$ cat src/rtl/dcache_refill_ctrl_if.sv
// Line interface between the data-cache refill controller, the cache miss
// port and the on-chip memory. The controller takes the master modport; the
// cache/OCM side takes the slave modport.
interface dcache_refill_ctrl_if;
    logic         req_valid;
    logic         req_ready;
    logic [15:0]  req_fill_addr;
    logic         req_evict;
    logic [15:0]  req_evict_addr;
    logic [127:0] req_evict_data;
    logic [15:0]  req_evict_mask;
    logic         fill_done;
    logic         err;
    logic         mem_request;
    logic         mem_rwn;
    logic [15:0]  mem_addr;
    logic [15:0]  mem_commit;
    logic [127:0] mem_write_data;
    logic         mem_finish;
    logic         mem_partial;
    logic         mem_replace;

    modport master (
        input  req_valid, req_fill_addr, req_evict, req_evict_addr,
               req_evict_data, req_evict_mask,
               mem_finish, mem_partial, mem_replace,
        output req_ready, fill_done, err,
               mem_request, mem_rwn, mem_addr, mem_commit, mem_write_data
    );

    modport slave (
        output req_valid, req_fill_addr, req_evict, req_evict_addr,
               req_evict_data, req_evict_mask,
               mem_finish, mem_partial, mem_replace,
        input  req_ready, fill_done, err,
               mem_request, mem_rwn, mem_addr, mem_commit, mem_write_data
    );
endinterface

$ cat src/rtl/dcache_refill_ctrl.sv
// Data-cache refill controller: optional dirty-victim write-back followed by
// a line read, with partial/timeout retry from a shared budget and a sticky
// error once the budget is spent.
//
//  state   | meaning
//  --------+-------------------------------------------------------------
//  IDLE    | ready for a miss; latches request fields on req_valid
//  WB_REQ  | one-cycle write request for the victim line
//  WB_WAIT | waiting for write completion (timer running)
//  RD_REQ  | one-cycle read request for the fill line
//  RD_WAIT | waiting for read completion with refill data (timer running)
//  DONE    | one-cycle fill_done pulse
//  ERR     | retry budget exhausted; held until reset
module dcache_refill_ctrl #(
    parameter int TIMEOUT   = 15,
    parameter int MAX_RETRY = 3
) (
    input  logic                sys_clk,
    input  logic                sys_rst_n,
    dcache_refill_ctrl_if.master bus
);

    localparam int TMR_W = $clog2(TIMEOUT);
    localparam int RTY_W = (MAX_RETRY > 0) ? $clog2(MAX_RETRY + 1) : 1;
    localparam logic [TMR_W-1:0] TMR_LOAD = TMR_W'(TIMEOUT - 1);
    localparam logic [RTY_W-1:0] RTY_MAX  = RTY_W'(MAX_RETRY);

    typedef enum logic [2:0] {
        IDLE    = 3'd0,
        WB_REQ  = 3'd1,
        WB_WAIT = 3'd2,
        RD_REQ  = 3'd3,
        RD_WAIT = 3'd4,
        DONE    = 3'd5,
        ERR     = 3'd6
    } state_t;

    state_t             state_q, state_d;
    logic [TMR_W-1:0]   tmr_q;
    logic [RTY_W-1:0]   rty_q;
    logic [15:0]        fill_addr_q;
    logic               mem_rwn_q;
    logic [15:0]        mem_addr_q;
    logic [15:0]        mem_commit_q;
    logic [127:0]       mem_data_q;
    logic               accept;
    logic               load_rd;
    logic               retry_take;
    logic               tmr_tc;

    // Timer down-counter reaches terminal count on the TIMEOUT-th WAIT cycle.
    assign tmr_tc = (tmr_q == '0);

    // State register.
    always_ff @(posedge sys_clk or negedge sys_rst_n) begin
        if (!sys_rst_n) state_q <= IDLE;
        else            state_q <= state_d;
    end

    // Next-state decode; a clean finish always wins over a same-cycle timeout.
    always_comb begin
        state_d    = state_q;
        accept     = 1'b0;
        load_rd    = 1'b0;
        retry_take = 1'b0;
        case (state_q)
            IDLE: begin
                if (bus.req_valid) begin
                    accept  = 1'b1;
                    state_d = bus.req_evict ? WB_REQ : RD_REQ;
                end
            end
            WB_REQ: state_d = WB_WAIT;
            WB_WAIT: begin
                if (bus.mem_finish && !bus.mem_partial) begin
                    load_rd = 1'b1;
                    state_d = RD_REQ;
                end else if (bus.mem_finish || tmr_tc) begin
                    if (rty_q < RTY_MAX) begin
                        retry_take = 1'b1;
                        state_d    = WB_REQ;
                    end else begin
                        state_d = ERR;
                    end
                end
            end
            RD_REQ: state_d = RD_WAIT;
            RD_WAIT: begin
                if (bus.mem_finish && !bus.mem_partial && bus.mem_replace) begin
                    state_d = DONE;
                end else if (bus.mem_finish || tmr_tc) begin
                    if (rty_q < RTY_MAX) begin
                        retry_take = 1'b1;
                        state_d    = RD_REQ;
                    end else begin
                        state_d = ERR;
                    end
                end
            end
            DONE:    state_d = IDLE;
            ERR:     state_d = ERR;
            default: state_d = IDLE;
        endcase
    end

    // Wait timer: loaded on each request cycle, counts down through WAIT.
    always_ff @(posedge sys_clk or negedge sys_rst_n) begin
        if (!sys_rst_n)                               tmr_q <= '0;
        else if (state_q == WB_REQ || state_q == RD_REQ) tmr_q <= TMR_LOAD;
        else if (!tmr_tc)                             tmr_q <= tmr_q - TMR_W'(1);
    end

    // Retry budget is shared by both phases of one miss.
    always_ff @(posedge sys_clk or negedge sys_rst_n) begin
        if (!sys_rst_n)      rty_q <= '0;
        else if (accept)     rty_q <= '0;
        else if (retry_take) rty_q <= rty_q + RTY_W'(1);
    end

    // Transaction fields: victim goes straight to the bus registers so a
    // retry reissues it unchanged; the fill address waits for the read phase.
    always_ff @(posedge sys_clk or negedge sys_rst_n) begin
        if (!sys_rst_n) begin
            fill_addr_q  <= '0;
            mem_rwn_q    <= 1'b1;
            mem_addr_q   <= '0;
            mem_commit_q <= '0;
            mem_data_q   <= '0;
        end else if (accept) begin
            fill_addr_q <= bus.req_fill_addr & 16'hFFF0;
            if (bus.req_evict) begin
                mem_rwn_q    <= 1'b0;
                mem_addr_q   <= bus.req_evict_addr & 16'hFFF0;
                mem_commit_q <= bus.req_evict_mask;
                mem_data_q   <= bus.req_evict_data;
            end else begin
                mem_rwn_q    <= 1'b1;
                mem_addr_q   <= bus.req_fill_addr & 16'hFFF0;
                mem_commit_q <= '0;
            end
        end else if (load_rd) begin
            mem_rwn_q    <= 1'b1;
            mem_addr_q   <= fill_addr_q;
            mem_commit_q <= '0;
        end
    end

    assign bus.req_ready      = (state_q == IDLE);
    assign bus.mem_request    = (state_q == WB_REQ) || (state_q == RD_REQ);
    assign bus.fill_done      = (state_q == DONE);
    assign bus.err            = (state_q == ERR);
    assign bus.mem_rwn        = mem_rwn_q;
    assign bus.mem_addr       = mem_addr_q;
    assign bus.mem_commit     = mem_commit_q;
    assign bus.mem_write_data = mem_data_q;

endmodule

$ cat src/flat_wrapper.sv
// flat-port wrapper written by rule: the top's interface ports become plain ports
module dcache_refill_ctrl_flat 
#(
    parameter int TIMEOUT   = 15,
    parameter int MAX_RETRY = 3
)
  (sys_clk, sys_rst_n, bus_req_valid, bus_req_fill_addr, bus_req_evict, bus_req_evict_addr, bus_req_evict_data, bus_req_evict_mask, bus_mem_finish, bus_mem_partial, bus_mem_replace, bus_req_ready, bus_fill_done, bus_err, bus_mem_request, bus_mem_rwn, bus_mem_addr, bus_mem_commit, bus_mem_write_data);
  dcache_refill_ctrl_if bus_i ();
  input  logic sys_clk;
  input  logic sys_rst_n;
  input wire logic [$bits(bus_i.req_valid)-1:0] bus_req_valid;
  input wire logic [$bits(bus_i.req_fill_addr)-1:0] bus_req_fill_addr;
  input wire logic [$bits(bus_i.req_evict)-1:0] bus_req_evict;
  input wire logic [$bits(bus_i.req_evict_addr)-1:0] bus_req_evict_addr;
  input wire logic [$bits(bus_i.req_evict_data)-1:0] bus_req_evict_data;
  input wire logic [$bits(bus_i.req_evict_mask)-1:0] bus_req_evict_mask;
  input wire logic [$bits(bus_i.mem_finish)-1:0] bus_mem_finish;
  input wire logic [$bits(bus_i.mem_partial)-1:0] bus_mem_partial;
  input wire logic [$bits(bus_i.mem_replace)-1:0] bus_mem_replace;
  output wire logic [$bits(bus_i.req_ready)-1:0] bus_req_ready;
  output wire logic [$bits(bus_i.fill_done)-1:0] bus_fill_done;
  output wire logic [$bits(bus_i.err)-1:0] bus_err;
  output wire logic [$bits(bus_i.mem_request)-1:0] bus_mem_request;
  output wire logic [$bits(bus_i.mem_rwn)-1:0] bus_mem_rwn;
  output wire logic [$bits(bus_i.mem_addr)-1:0] bus_mem_addr;
  output wire logic [$bits(bus_i.mem_commit)-1:0] bus_mem_commit;
  output wire logic [$bits(bus_i.mem_write_data)-1:0] bus_mem_write_data;
  assign bus_i.req_valid = bus_req_valid;
  assign bus_i.req_fill_addr = bus_req_fill_addr;
  assign bus_i.req_evict = bus_req_evict;
  assign bus_i.req_evict_addr = bus_req_evict_addr;
  assign bus_i.req_evict_data = bus_req_evict_data;
  assign bus_i.req_evict_mask = bus_req_evict_mask;
  assign bus_i.mem_finish = bus_mem_finish;
  assign bus_i.mem_partial = bus_mem_partial;
  assign bus_i.mem_replace = bus_mem_replace;
  assign bus_req_ready = bus_i.req_ready;
  assign bus_fill_done = bus_i.fill_done;
  assign bus_err = bus_i.err;
  assign bus_mem_request = bus_i.mem_request;
  assign bus_mem_rwn = bus_i.mem_rwn;
  assign bus_mem_addr = bus_i.mem_addr;
  assign bus_mem_commit = bus_i.mem_commit;
  assign bus_mem_write_data = bus_i.mem_write_data;
  dcache_refill_ctrl #(.TIMEOUT(TIMEOUT), .MAX_RETRY(MAX_RETRY)) u_core (.sys_clk(sys_clk), .sys_rst_n(sys_rst_n), .bus(bus_i));
endmodule
$ cat config.mk
export PLATFORM = sky130hd
export DESIGN_NAME = dcache_refill_ctrl_flat
export DESIGN_NICKNAME = d
export VERILOG_FILES = /design/src/rtl/dcache_refill_ctrl_if.sv /design/src/rtl/dcache_refill_ctrl.sv /design/src/flat_wrapper.sv
export SDC_FILE = /design/constraint.sdc
export NUM_CORES = 1
export LEC_CHECK = 0
export BUFFER_PORTS_ARGS = -buffer_cell sky130_fd_sc_hd__buf_2
export CORE_MARGIN = 1
export CORE_UTILIZATION = 35
export DETAILED_ROUTE_END_ITERATION = 8
export MAX_ROUTING_LAYER = met4
export SLEW_MARGIN = 20
export SYNTH_ARGS = -nofsm -noshare
export SYNTH_HDL_FRONTEND = slang
export SYNTH_SLANG_ARGS = --single-unit
$ cat constraint.sdc
create_clock -name sys_clk -period 2.2 [get_ports sys_clk]
set_clock_uncertainty 0.1 [all_clocks]
set_input_delay 0.11 -clock sys_clk [delete_from_list [all_inputs] [get_ports sys_clk]]
set_output_delay 0.11 -clock sys_clk [all_outputs]
set_load 0.1 [all_outputs]
[After elaboration in Yosys (flattened, before gate mapping)]
Index checks and enable logic that the tools add are counted.
Word-level totals
  bits in writable memories: 0
  ROM bits: 0
  bits of input ports: 183
  memories: 0
  output and inout bits: 165
  logic and storage cells: 63
  flip-flop bits (word level): 182
  latch bits: 0
Cells by class
  add/sub/neg operators: 2
  order comparisons: 1
  reduce and logical (&&, ||, !) cells: 11
  $mul: 0
  shift operators: 0
  equal/unequal tests: 10
  muxes and demuxes: 31
  bitwise gates (word level): 0
  divide/modulo/power cells: 0
Operators with widths (number)
  2-to-1 mux 16 bit: 6
  2-to-1 mux 3 bit: 7
  case mux 3 bit (6 select lines): 1
  2-to-1 mux 1 bit: 11
  == test 3 bit, second input constant: 3
  2-to-1 mux 4 bit: 2
  == test 3 x 2 -> 1 bit, second input constant: 2
  2-to-1 mux 2 bit: 3
  != test 3 x 1 -> 1 bit, second input constant: 2
  zero test 4 bit: 1
  != test 2 bit, second input constant: 2
  nonzero test 2 bit: 2
  subtractor 4 x 1 -> 4 bit, second input constant: 1
  == test 3 x 1 -> 1 bit, second input constant: 1
  zero test 3 bit: 1
  AND reduction 3 bit: 1
  adder 2 x 1 -> 2 bit, second input constant: 1
  logical AND 1 bit: 2
  logical OR 1 bit: 2
  less-than comparator 2 bit, second input constant: 1
  case mux 1 bit (2 select lines): 1
  AND reduction 2 bit: 1
  zero test 1 bit: 1

[Longest topological paths before layout]
Gate-level depths: netlist of the first run.
  depth in word-level cells: 7
  depth in mapped cells: 7
  gate-level depth less buffers: 6

[Least setup slack after synthesis of the first run]
Ideal clock, no wire load.
  path kind: reg-to-output
  start point: register u_core.state_q[1]
  end point: output bus_req_ready
  slack: -0.675 ns
  stages on the path, launching flop included: 3
  arrival time: 2.665 ns
  path buffers: 1
  required time: 1.990 ns
  cells stage by stage: dfrtp_1 > buf_2 > nor3_1
On the way
  word-level cells in the longest chain between the ends: 1
RTL lines
  from (decl): line dcache_refill_ctrl.sv:38  | state_t state_q, state_d;
  from (signal assigned): line dcache_refill_ctrl.sv:57  | else state_q <= state_d;
  zero test 3 bit: line dcache_refill_ctrl.sv:148  | assign bus.req_ready = (state_q == IDLE);
  to (decl): line flat_wrapper.sv:20  | output wire logic [$bits(bus_i.req_ready)-1:0] bus_req_ready;
No other way between the ends.

[Final worst setup path of the first run]
  start point: register u_core.state_q[2]
  end point: output bus_mem_request
On the way
  word-level cells in the longest chain between the ends: 2
  elaborated cells on any way between the ends: 3
  classes of those cells: eq/ne (2); reduce/logical (1)
RTL lines
  == test 3 x 1 -> 1 bit / == test 3 x 2 -> 1 bit (equally long branches): line dcache_refill_ctrl.sv:149  | assign bus.mem_request = (state_q == WB_REQ) || (state_q == RD_REQ);
  logical OR 1 bit (*): line dcache_refill_ctrl.sv:149
  to (decl): line flat_wrapper.sv:23  | output wire logic [$bits(bus_i.mem_request)-1:0] bus_mem_request;
Every way passes the cells marked *; elsewhere a longest branch is shown, timed or not.

==> results of run 1 <==
==> worst register-to-register path: stages, from the launching register on <==
cell     delay (ps)
dfrtp_1         400
nor4b_4         300
and2_4          370
buf_4           300
mux2_2          370
==> stage by stage <==
| step | setup slack [ps] | instance area, µm² |
|---|---|---|
| CTS | 156 | 11400 |
| finish | 178 | 11400 |
| global placement | 243 | 9170 |
| detailed placement | 194 | 9170 |
| global route | 80.6 | 11400 |
| floorplan | 14.5 | 7170 |
==> cell usage after synthesis, types with 2 or more instances <==
library cell / n
nand2_1: 30
xnor2_1: 2
buf_2: 8
clkbuf_1: 6
a22o_1: 17
nor2b_1: 4
buf_4: 14
a211oi_1: 2
mux2i_1: 13
nor3_1: 2
mux2_1: 33
dfrtp_1: 177
nand2b_1: 3
a21oi_1: 3
inv_1: 9
o21ai_0: 27
nor2_1: 6
mux2_2: 108
buf_6: 5
ha_1: 2
==> cell families (layout without fill, tap and decap cells) <==
logic type / count (synthesis) / count (layout) / share of synthesized area (%)
adders and majority gates: 2 / 2 / 0.350
other: 1 / 4 / 0.0525
and+or+nand+nor: 52 / 52 / 3.69
xor gates and xnor gates: 2 / 2 / 0.245
AOI/OAI and AO/OA: 61 / 61 / 5.71
DFF: 178 / 178 / 62.3
muxes: 154 / 154 / 24.0
buffers and inverters: 42 / 559 / 3.61
==> flip-flops by register name, indices dropped and copies added (netlist names) <==
| register | cells |
|---|---|
| u_core.bus.mem_commit | 16 |
| u_core.tmr_q | 4 |
| u_core.bus.mem_write_data | 128 |
| u_core.state_q | 3 |
| u_core.bus.mem_rwn | 1 |
| u_core.rty_q | 2 |
| u_core.fill_addr_q | 12 |
| u_core.bus.mem_addr | 12 |
==> repair_timing <==
| item | CTS | global route |
|---|---|---|
| endpoints found under the setup margin | 0 | 0 |
| hold buffers | 165 | 0 |
| setup buffers | 0 | 0 |
| endpoints found under the hold margin | 244 | 0 |
==> metal layers <==
metal	wire length, µm	vias up
met2	9830	207
li1	-	2741
met3	895	37
met1	8160	2741
met5	0	-
met4	580	0
==> final timing paths <==
kind                                                           start  depth (start not counted)                                        end  slack, ps
setup / recovery                       u_core.state_q[2]$_DFFE_PN0P_                          5                            bus_mem_request        180
min in group asynchronous                                  sys_rst_n                          2  u_core.bus.mem_write_data[34]$_DFFE_PN0P_        120
hold reg to reg            u_core.bus.mem_write_data[43]$_DFFE_PN0P_                          1  u_core.bus.mem_write_data[43]$_DFFE_PN0P_        380
hold / removal                                bus_req_evict_addr[10]                          5        u_core.bus.mem_addr[10]$_DFFE_PN0P_         20
setup reg to reg                       u_core.state_q[0]$_DFFE_PN0P_                          4  u_core.bus.mem_write_data[95]$_DFFE_PN0P_        240
max in group asynchronous                                  sys_rst_n                          3  u_core.bus.mem_write_data[39]$_DFFE_PN0P_       1180
==> cells in the final DEF, fill, tap and decap left out, drive strengths merged, types with 2 or more instances in the layout <==
| master | count |
|---|---|
| buf | 354 |
| dfrtp | 177 |
| dlygate4sd3 | 165 |
| mux2 | 141 |
| nand2 | 30 |
| o21ai | 28 |
| clkbuf | 18 |
| a22o | 17 |
| inv | 17 |
| mux2i | 13 |
| nor2 | 6 |
| clkinvlp | 5 |
| nor2b | 4 |
| conb | 4 |
| nand2b | 3 |
| a21oi | 3 |
| nor3 | 3 |
| xnor2 | 2 |
| a211oi | 2 |
| ha | 2 |
| nor3b | 2 |
==> final cells by class <==
class / count / area [µm²]
Timing Repair Buffer: 519 / 3540
Fill cell: 1589 / 8350
Clock buffer: 18 / 429
Inverter: 9 / 33.8
Multi-Input combinational cell: 275 / 2460
Tap cell: 265 / 332
Sequential cell: 178 / 4460
Clock inverter: 13 / 120
==> reports/results.ini, run 1 <==
[run_status]
outcome=finished clean

[die]
num_rows=51
core-area_um2=19700
die_area_um2=21000
die_w_um=145
die_y_um=145
io_pins=348
start_util_pct=36.3

[placed_design]
hpwl_um=12700
placed_cells=1081
io_buffer_count=335
gp_congestion=0.803

[sta]
fin_hold_ws_ps=15.9
setup_tns_ps=0
max_freq_mhz=495
tightest_slew_ps=559
drv_slew=0
grt_setup_unrepaired=no
final_hold_viol_count=0
finalSetupViolCount=0
fin_crit_sh_pct=91.9
min_period_ps=2020
slew_headroom_pct=62.7

[setup_path]
crit_top_cell=inv_1
max_stage_delay_ps=450
worstSetupPathType=reg2out
crit_buf_inv=4
crit_path_end_kind=output port
critPathMaxFanout=12
critPathTopFamily=buffers and inverters
cp.arrival_ps=1810
startpoint_type=flip-flop
crit_chain=buf_4, inv_1, nand2_1, inv_1, buf_2
cp.required_ps=1990
critPathSlowestCell=buf_2

[clock_tree]
post_cts_resized=0
htree_levels=4
path_clk_slew_ps=70
cts_root_buf=clkbuf_16
clockBufferDepth=2
cts_sinks=178
cts_tree=yes
clk-insertion-delay-late_ps=420
cts_buffers=17

[layout]
syn_to_final_growth_pct=59.0
drive_above_1_share_pct=49.4
final_util_pct=57.7
layout.cells.non_filler=1277
final_nets=1185
diodes=0

[routing]
wl_per_cell_um=15.2
final_antenna_net_count=0
vias=5726
routed_wl_um=19500
first_pass_iters=4
drc=0
post_drt_via_cell_ratio=4.48
drt_iter0_drc=172

[logic_synthesis]
synth_area_um2=7150
postSynthAreaPerCell_um2=14.5
synth_cell_types=41
synthArstFlopShare_pct=100
ys_seq_area_share_pct=62.3
yosysTopAreaCell=dfrtp_1
synth_top_area_share_pct=62.0
yosys_warnings=0
synth.top_cells.by_area=dfrtp_1 62%, mux2_2 17%, mux2_1 5.2%, a22o_1 2.1%, o21ai_0 1.9%
synth_edf_count=0
synth-main-ff-cell=dfrtp_1
ys_ff_latch=178
syn_inst=492

[global_routing]
top_usage_layer=met2
grt_max_degree=60
grt_pass1_vias=6178
antenna_found_initial=0
met1_usage_pct=22.7
globalRoute.totalOverflow=0
grtUsageMet2_pct=33.2
use_met3_pct=3.65
grt_pass1_wl_um=31800
track_usage_pct=19.7

[flow_run]
drv_cap=0

[min_path]
hp-class=in2reg

Power of run 1 is not shown: default switching activity piles up to over one toggle a cycle in this logic, so the estimate is an artifact.
==> inputs of run 2 (changes only) <==
--- a/config.mk
+++ b/config.mk
@@ -8,9 +8,10 @@
 export BUFFER_PORTS_ARGS = -buffer_cell sky130_fd_sc_hd__buf_2
 export CORE_MARGIN = 1
 export CORE_UTILIZATION = 35
+export CTS_CLUSTER_SIZE = 28
 export DETAILED_ROUTE_END_ITERATION = 8
 export MAX_ROUTING_LAYER = met4
-export SLEW_MARGIN = 20
+export SLEW_MARGIN = 15
 export SYNTH_ARGS = -nofsm -noshare
 export SYNTH_HDL_FRONTEND = slang
 export SYNTH_SLANG_ARGS = --single-unit
==> constraint.sdc (replaced) <==
create_clock -name sys_clk -period 2.2 [get_ports sys_clk]
set_clock_uncertainty 0.1 [all_clocks]
set_input_delay 0.44 -clock sys_clk [delete_from_list [all_inputs] [get_ports sys_clk]]
set_output_delay 0.44 -clock sys_clk [all_outputs]
set_load 0.1 [all_outputs]
==> run 2 against run 1 <==
Compared with the run above: die area is the same; sequential share of layout area grew 6.2 points; routed wire length shrank 13%; flip-flop and latch count is the same; worst hold slack gained 110 ps; final area shrank 14%; utilization shrank 7.9 points; first-iteration DRC count shrank 20%; cell count shrank 13%; clock-buffer cell count shrank 1; critical endpoint unchanged.
==> reports/results.ini, run 2 (synthesized netlist as in run 1, its figures left out) <==
[run_status]
outcome=finished clean

[clock_tree]
cts_root_buf=clkbuf_16
cts_sinks=178  ; unchanged
path_clk_slew_ps=70  ; about the same
cts_tree=yes
cts_buffers=17  ; unchanged
clockBufferDepth=2  ; unchanged
htree_levels=4  ; unchanged
clk-insertion-delay-late_ps=420  ; about the same

[die]
io_pins=348  ; unchanged
start_util_pct=36.3  ; unchanged
num_rows=51  ; unchanged
die_w_um=145  ; unchanged
die_y_um=145  ; unchanged
core-area_um2=19700  ; unchanged
die_area_um2=21000  ; unchanged

[sta]
fin_crit_sh_pct=95.9  ; +4.0 points
final_hold_viol_count=0  ; unchanged
slew_headroom_pct=66.0  ; +3.3 points
setup_tns_ps=0  ; unchanged
max_freq_mhz=474  ; -4.1%
min_period_ps=2110  ; +87.4 ps
tightest_slew_ps=509  ; -49.8 ps
drv_slew=0  ; unchanged
finalSetupViolCount=0  ; unchanged
grt_setup_unrepaired=no
fin_hold_ws_ps=128  ; +112 ps

[placed_design]
hpwl_um=12600  ; -0.86%
gp_congestion=0.802  ; -0.12%
placed_cells=1080  ; -0.093%
io_buffer_count=335  ; unchanged

[routing]
drt_iter0_drc=138  ; -20%
routed_wl_um=16900  ; -13%
final_antenna_net_count=0  ; unchanged
drc=0  ; unchanged
post_drt_via_cell_ratio=4.59  ; +2.4%
vias=5113  ; -11%
wl_per_cell_um=15.2  ; -0.55%
first_pass_iters=4  ; unchanged

[global_routing]
globalRoute.totalOverflow=0  ; unchanged
antenna_found_initial=1  ; +1
track_usage_pct=17.3  ; -2.4 points
grt_pass1_wl_um=27800  ; -13%
grt_max_degree=54  ; -10%
grt_pass1_vias=5246  ; -15%

[setup_path]
rr_startpoint=u_core.state_q[0]$_DFFE_PN0P_
critPathMaxFanout=12  ; unchanged
ff2ff_setup_slack_ps=220  ; -20 ps
startpoint_type=flip-flop
cp.arrival_ps=1570  ; -240 ps
cp-startpoint=u_core.state_q[2]$_DFFE_PN0P_
worstSetupPathType=reg2out
max_stage_delay_ps=400  ; -50 ps
crit_path_end_kind=output port
critPathSlowestCell=dfrtp_1
crit_chain=buf_4, inv_1, nand2_1, inv_2, buf_12
cp.required_ps=1660  ; -330 ps
crit_buf_inv=4  ; unchanged
critPathTopFamily=buffers and inverters

[layout]
drive_above_1_share_pct=59.6  ; +10 points
final_nets=1020  ; -14%
mostFrequentLayoutCell=buf_2
layout_common_cells=330 x buf_2, 177 x dfrtp_1, 108 x mux2_2
layout.cells.non_filler=1114  ; -13%
largest_reg_flops=128  ; unchanged
syn_to_final_growth_pct=37.2

[min_path]
worstHoldStart=bus_req_evict_data[66]
hp-class=in2reg

[flow_run]
drv_cap=0  ; unchanged

## run 2: cell types whose count changed in the layout (fill, tap and decap cells not counted), sizes merged
cell and change:
clkinv +6, clkinvlp -4, dlygate4sd3 -164, buf -1, diode +1, clkbuf -1
## run 2: final cells by class
class	count	area, µm²
fillers	1786	9910
clock inverters	15	140
repair buffers	354	1950
diodes	1	2.50
well taps	265	332
flip-flops and latches	178	4460
multi-input cells	275	2470
inverters	9	33.8
clock buffers	17	425
## run 2: timing repair
action                     in CTS  in global routing
buffers inserted                0                  0
hold endpoints to repair       46                  0
hold buffers                    1                  0
resized for setup               3                  9
setup endpoints to repair       3                  3
## run 2: path summary, 6_finish.rpt
path | endpoint | cells past startpoint
min in group asynchronous | u_core.bus.mem_commit[10]$_DFFE_PN0P_ | 2
hold reg to reg | u_core.bus.mem_rwn$_DFFE_PN1P_ | 2
hold / removal | u_core.bus.mem_write_data[66]$_DFFE_PN0P_ | 2
setup / recovery | bus_mem_request | 5
setup reg to reg | u_core.bus.mem_write_data[31]$_DFFE_PN0P_ | 4
max in group asynchronous | u_core.tmr_q[0]$_DFFE_PN0P_ | 3
## run 2: layer usage
metal	GRT usage, %	share of wire [%]
met1	20.6	41
met2	28.0	50
met3	5.60	7.5
met4	4.68	0.82
met5	-	0
## run 2: through the flow
| stage | setup slack [ps] | util, % | cell area (µm²) |
|---|---|---|---|
| after global placement | 167 | 46.6 | 9190 |
| after detailed placement | 134 | 46.6 | 9190 |
| final | 90.8 | 49.7 | 9810 |
| after floorplan | -140 | - | 7170 |
| after CTS | 5.28 | 49.6 | 9780 |
| after global routing | 17.4 | 49.7 | 9810 |
## run 2: worst register-to-register path: stages (launching register included)
cell and delay [ps]:
dfrtp_1 410, nor4b_4 310, and2_4 340, buf_12 300
mux2_2 410
Power of run 2 is left out for the same reason.
==> inputs of run 3 (changes only) <==
==> constraint.sdc (replaced) <==
create_clock -name sys_clk -period 2 [get_ports sys_clk]
set_clock_uncertainty 0.1 [all_clocks]
set_input_delay 0.4 -clock sys_clk [delete_from_list [all_inputs] [get_ports sys_clk]]
set_output_delay 0.4 -clock sys_clk [all_outputs]
set_load 0.1 [all_outputs]
==> run 3 against run 2 <==
Compared with the run above: routed wire length rose by 6.4%; critical path depth did not move; clock-buffer cell count rose by 2; global-route usage rose by 0.66 points; setup slack got worse by 74 ps.
==> reports/results.ini, run 3 (synthesized netlist as in run 1, its figures left out) <==
[sta]
tightest_slew_ps=531  ; +22.1 ps
final_hold_viol_count=0  ; unchanged
slew_headroom_pct=64.8  ; -1.2 points
grt_setup_unrepaired=yes
min_period_ps=1980
drv_slew=0  ; unchanged
fin_hold_ws_ps=93.7  ; -33.9 ps
setup_slack_ps=16.9  ; -73.9 ps
fin_crit_sh_pct=99.2
finalSetupViolCount=0  ; unchanged
max_freq_mhz=504

[die]
start_util_pct=36.3  ; unchanged
core-area_um2=19700  ; unchanged
die_area_um2=21000  ; unchanged
die_y_um=145  ; unchanged
die_w_um=145  ; unchanged
num_rows=51  ; unchanged
io_pins=348  ; unchanged

[layout]
num-fill-cells=1720  ; -3.7%
final_nets=1032  ; +1.2%
fin_area_um2=10000  ; +2.3%
multi_input_area_um2=2500  ; +1.1%
diodes=0  ; -1
layout_common_cells=330 x buf_2, 177 x dfrtp_1, 107 x mux2_2
syn_to_final_growth_pct=40.3
final_util_pct=50.9  ; +1.1 points
regArea_um2=4460  ; unchanged
mostFrequentLayoutCell=buf_2
drive_above_1_share_pct=60.5  ; +0.91 points
largest_reg_flops=128  ; unchanged

[setup_path]
startpoint_type=flip-flop
cp.required_ps=2200  ; +540 ps
crit_path_end=u_core.bus.mem_write_data[115]$_DFFE_PN0P_
worstSetupPathType=reg2reg
regToRegEndpoint=u_core.bus.mem_write_data[115]$_DFFE_PN0P_
ff2ff_setup_slack_ps=20  ; -200 ps
critPathMaxFanout=26  ; +14
cp.arrival_ps=2190  ; +620 ps
crit_path_end_kind=flip-flop
reg2reg_depth=5  ; +1
rr_startpoint=u_core.state_q[2]$_DFFE_PN0P_
cp-startpoint=u_core.state_q[2]$_DFFE_PN0P_

[run_status]
outcome=finished clean

[clock_tree]
clk-insertion-delay-late_ps=410  ; about the same
cts_root_buf=clkbuf_16
path_clk_slew_ps=70  ; about the same
cts_tree=yes
cts_buffers=17  ; unchanged
clockBufferDepth=2  ; unchanged
htree_levels=4  ; unchanged
cts_sinks=178  ; unchanged

[global_routing]
track_usage_pct=17.9  ; +0.66 points
grt_max_degree=54  ; unchanged
globalRoute.totalOverflow=0  ; unchanged
grt_pass1_vias=5330  ; +1.6%
antenna_found_initial=0  ; -1
grt_pass1_wl_um=28800  ; +3.5%

[placed_design]
post-place-ws_ps=27.0  ; -107 ps
dpl_cell_area_um2=9270  ; +0.84%
hpwl_um=13100  ; +3.9%
io_buffer_count=335  ; unchanged
gp_congestion=0.785  ; -2.1%

[routing]
routed_wl_um=18000  ; +6.4%
final_antenna_net_count=0  ; unchanged
vias=5179  ; +1.3%
wl_per_cell_um=16.0  ; +5.4%
post_drt_via_cell_ratio=4.60  ; +0.30%
first_pass_iters=4  ; unchanged
drc=0  ; unchanged
drt_iter0_drc=98  ; -29%

[min_path]
hp-class=in2reg

[flow_run]
drv_cap=0  ; unchanged

[run 3: cell type report]
type / count / area share, %
tap: 265 / 3.30
sequential: 178 / 44.4
clock inverter: 13 / 1.41
clock buffer: 19 / 4.41
multi-input combinational: 275 / 24.9
inverter: 9 / 0.387
timing repair buffer: 366 / 21.2
[run 3: worst min-delay path by stage]
| stage | to | from | cells after the start | slack, ps |
|---|---|---|---|---|
| floorplan | u_core.bus.mem_addr[10]$_DFFE_PN0P_ | sys_rst_n | 0 | 4 |
| global placement | u_core.fill_addr_q[15]$_DFFE_PN0P_ | sys_rst_n | 1 | 280 |
| detailed placement | u_core.bus.mem_commit[13]$_DFFE_PN0P_ | sys_rst_n | 1 | 280 |
| CTS | u_core.bus.mem_write_data[61]$_DFFE_PN0P_ | bus_req_evict_data[61] | 2 | 70 |
| global route | u_core.bus.mem_write_data[64]$_DFFE_PN0P_ | bus_req_evict_data[64] | 2 | 70 |
| finish | u_core.bus.mem_write_data[66]$_DFFE_PN0P_ | bus_req_evict_data[66] | 2 | 90 |
[run 3: metal layers]
| layer | share of wire, % | wire [µm] | global-route usage (%) |
|---|---|---|---|
| met1 | 42 | 7480 | 21.2 |
| met2 | 50 | 8990 | 29.3 |
| met4 | 1.6 | 286 | 6.33 |
| met5 | 0 | 0 | - |
| met3 | 6.7 | 1210 | 4.84 |
[run 3: per-stage QoR]
step,setup TNS [ps],instances
final,0,1125
after global placement,0,1082
after CTS,-70.4,1120
after global routing,-938,1125
after detailed placement,0,1082
after floorplan,-300,495
[run 3: critical path, stage by stage (launching register included)]
cell	delay, ps
dfrtp_1	400
buf_4	150
nor4b_4	230
and2_4	350
clkbuf_16	280
mux2_2	350
[run 3: what timing repair did]
action	CTS	global route
gates resized for setup	7	9
gates cloned	0	2
hold endpoints to repair	37	0
pin swaps	1	3
setup endpoints to repair	4	111
buffers inserted	5	3
hold buffers	1	0
Power of run 3 is left out for the same reason.
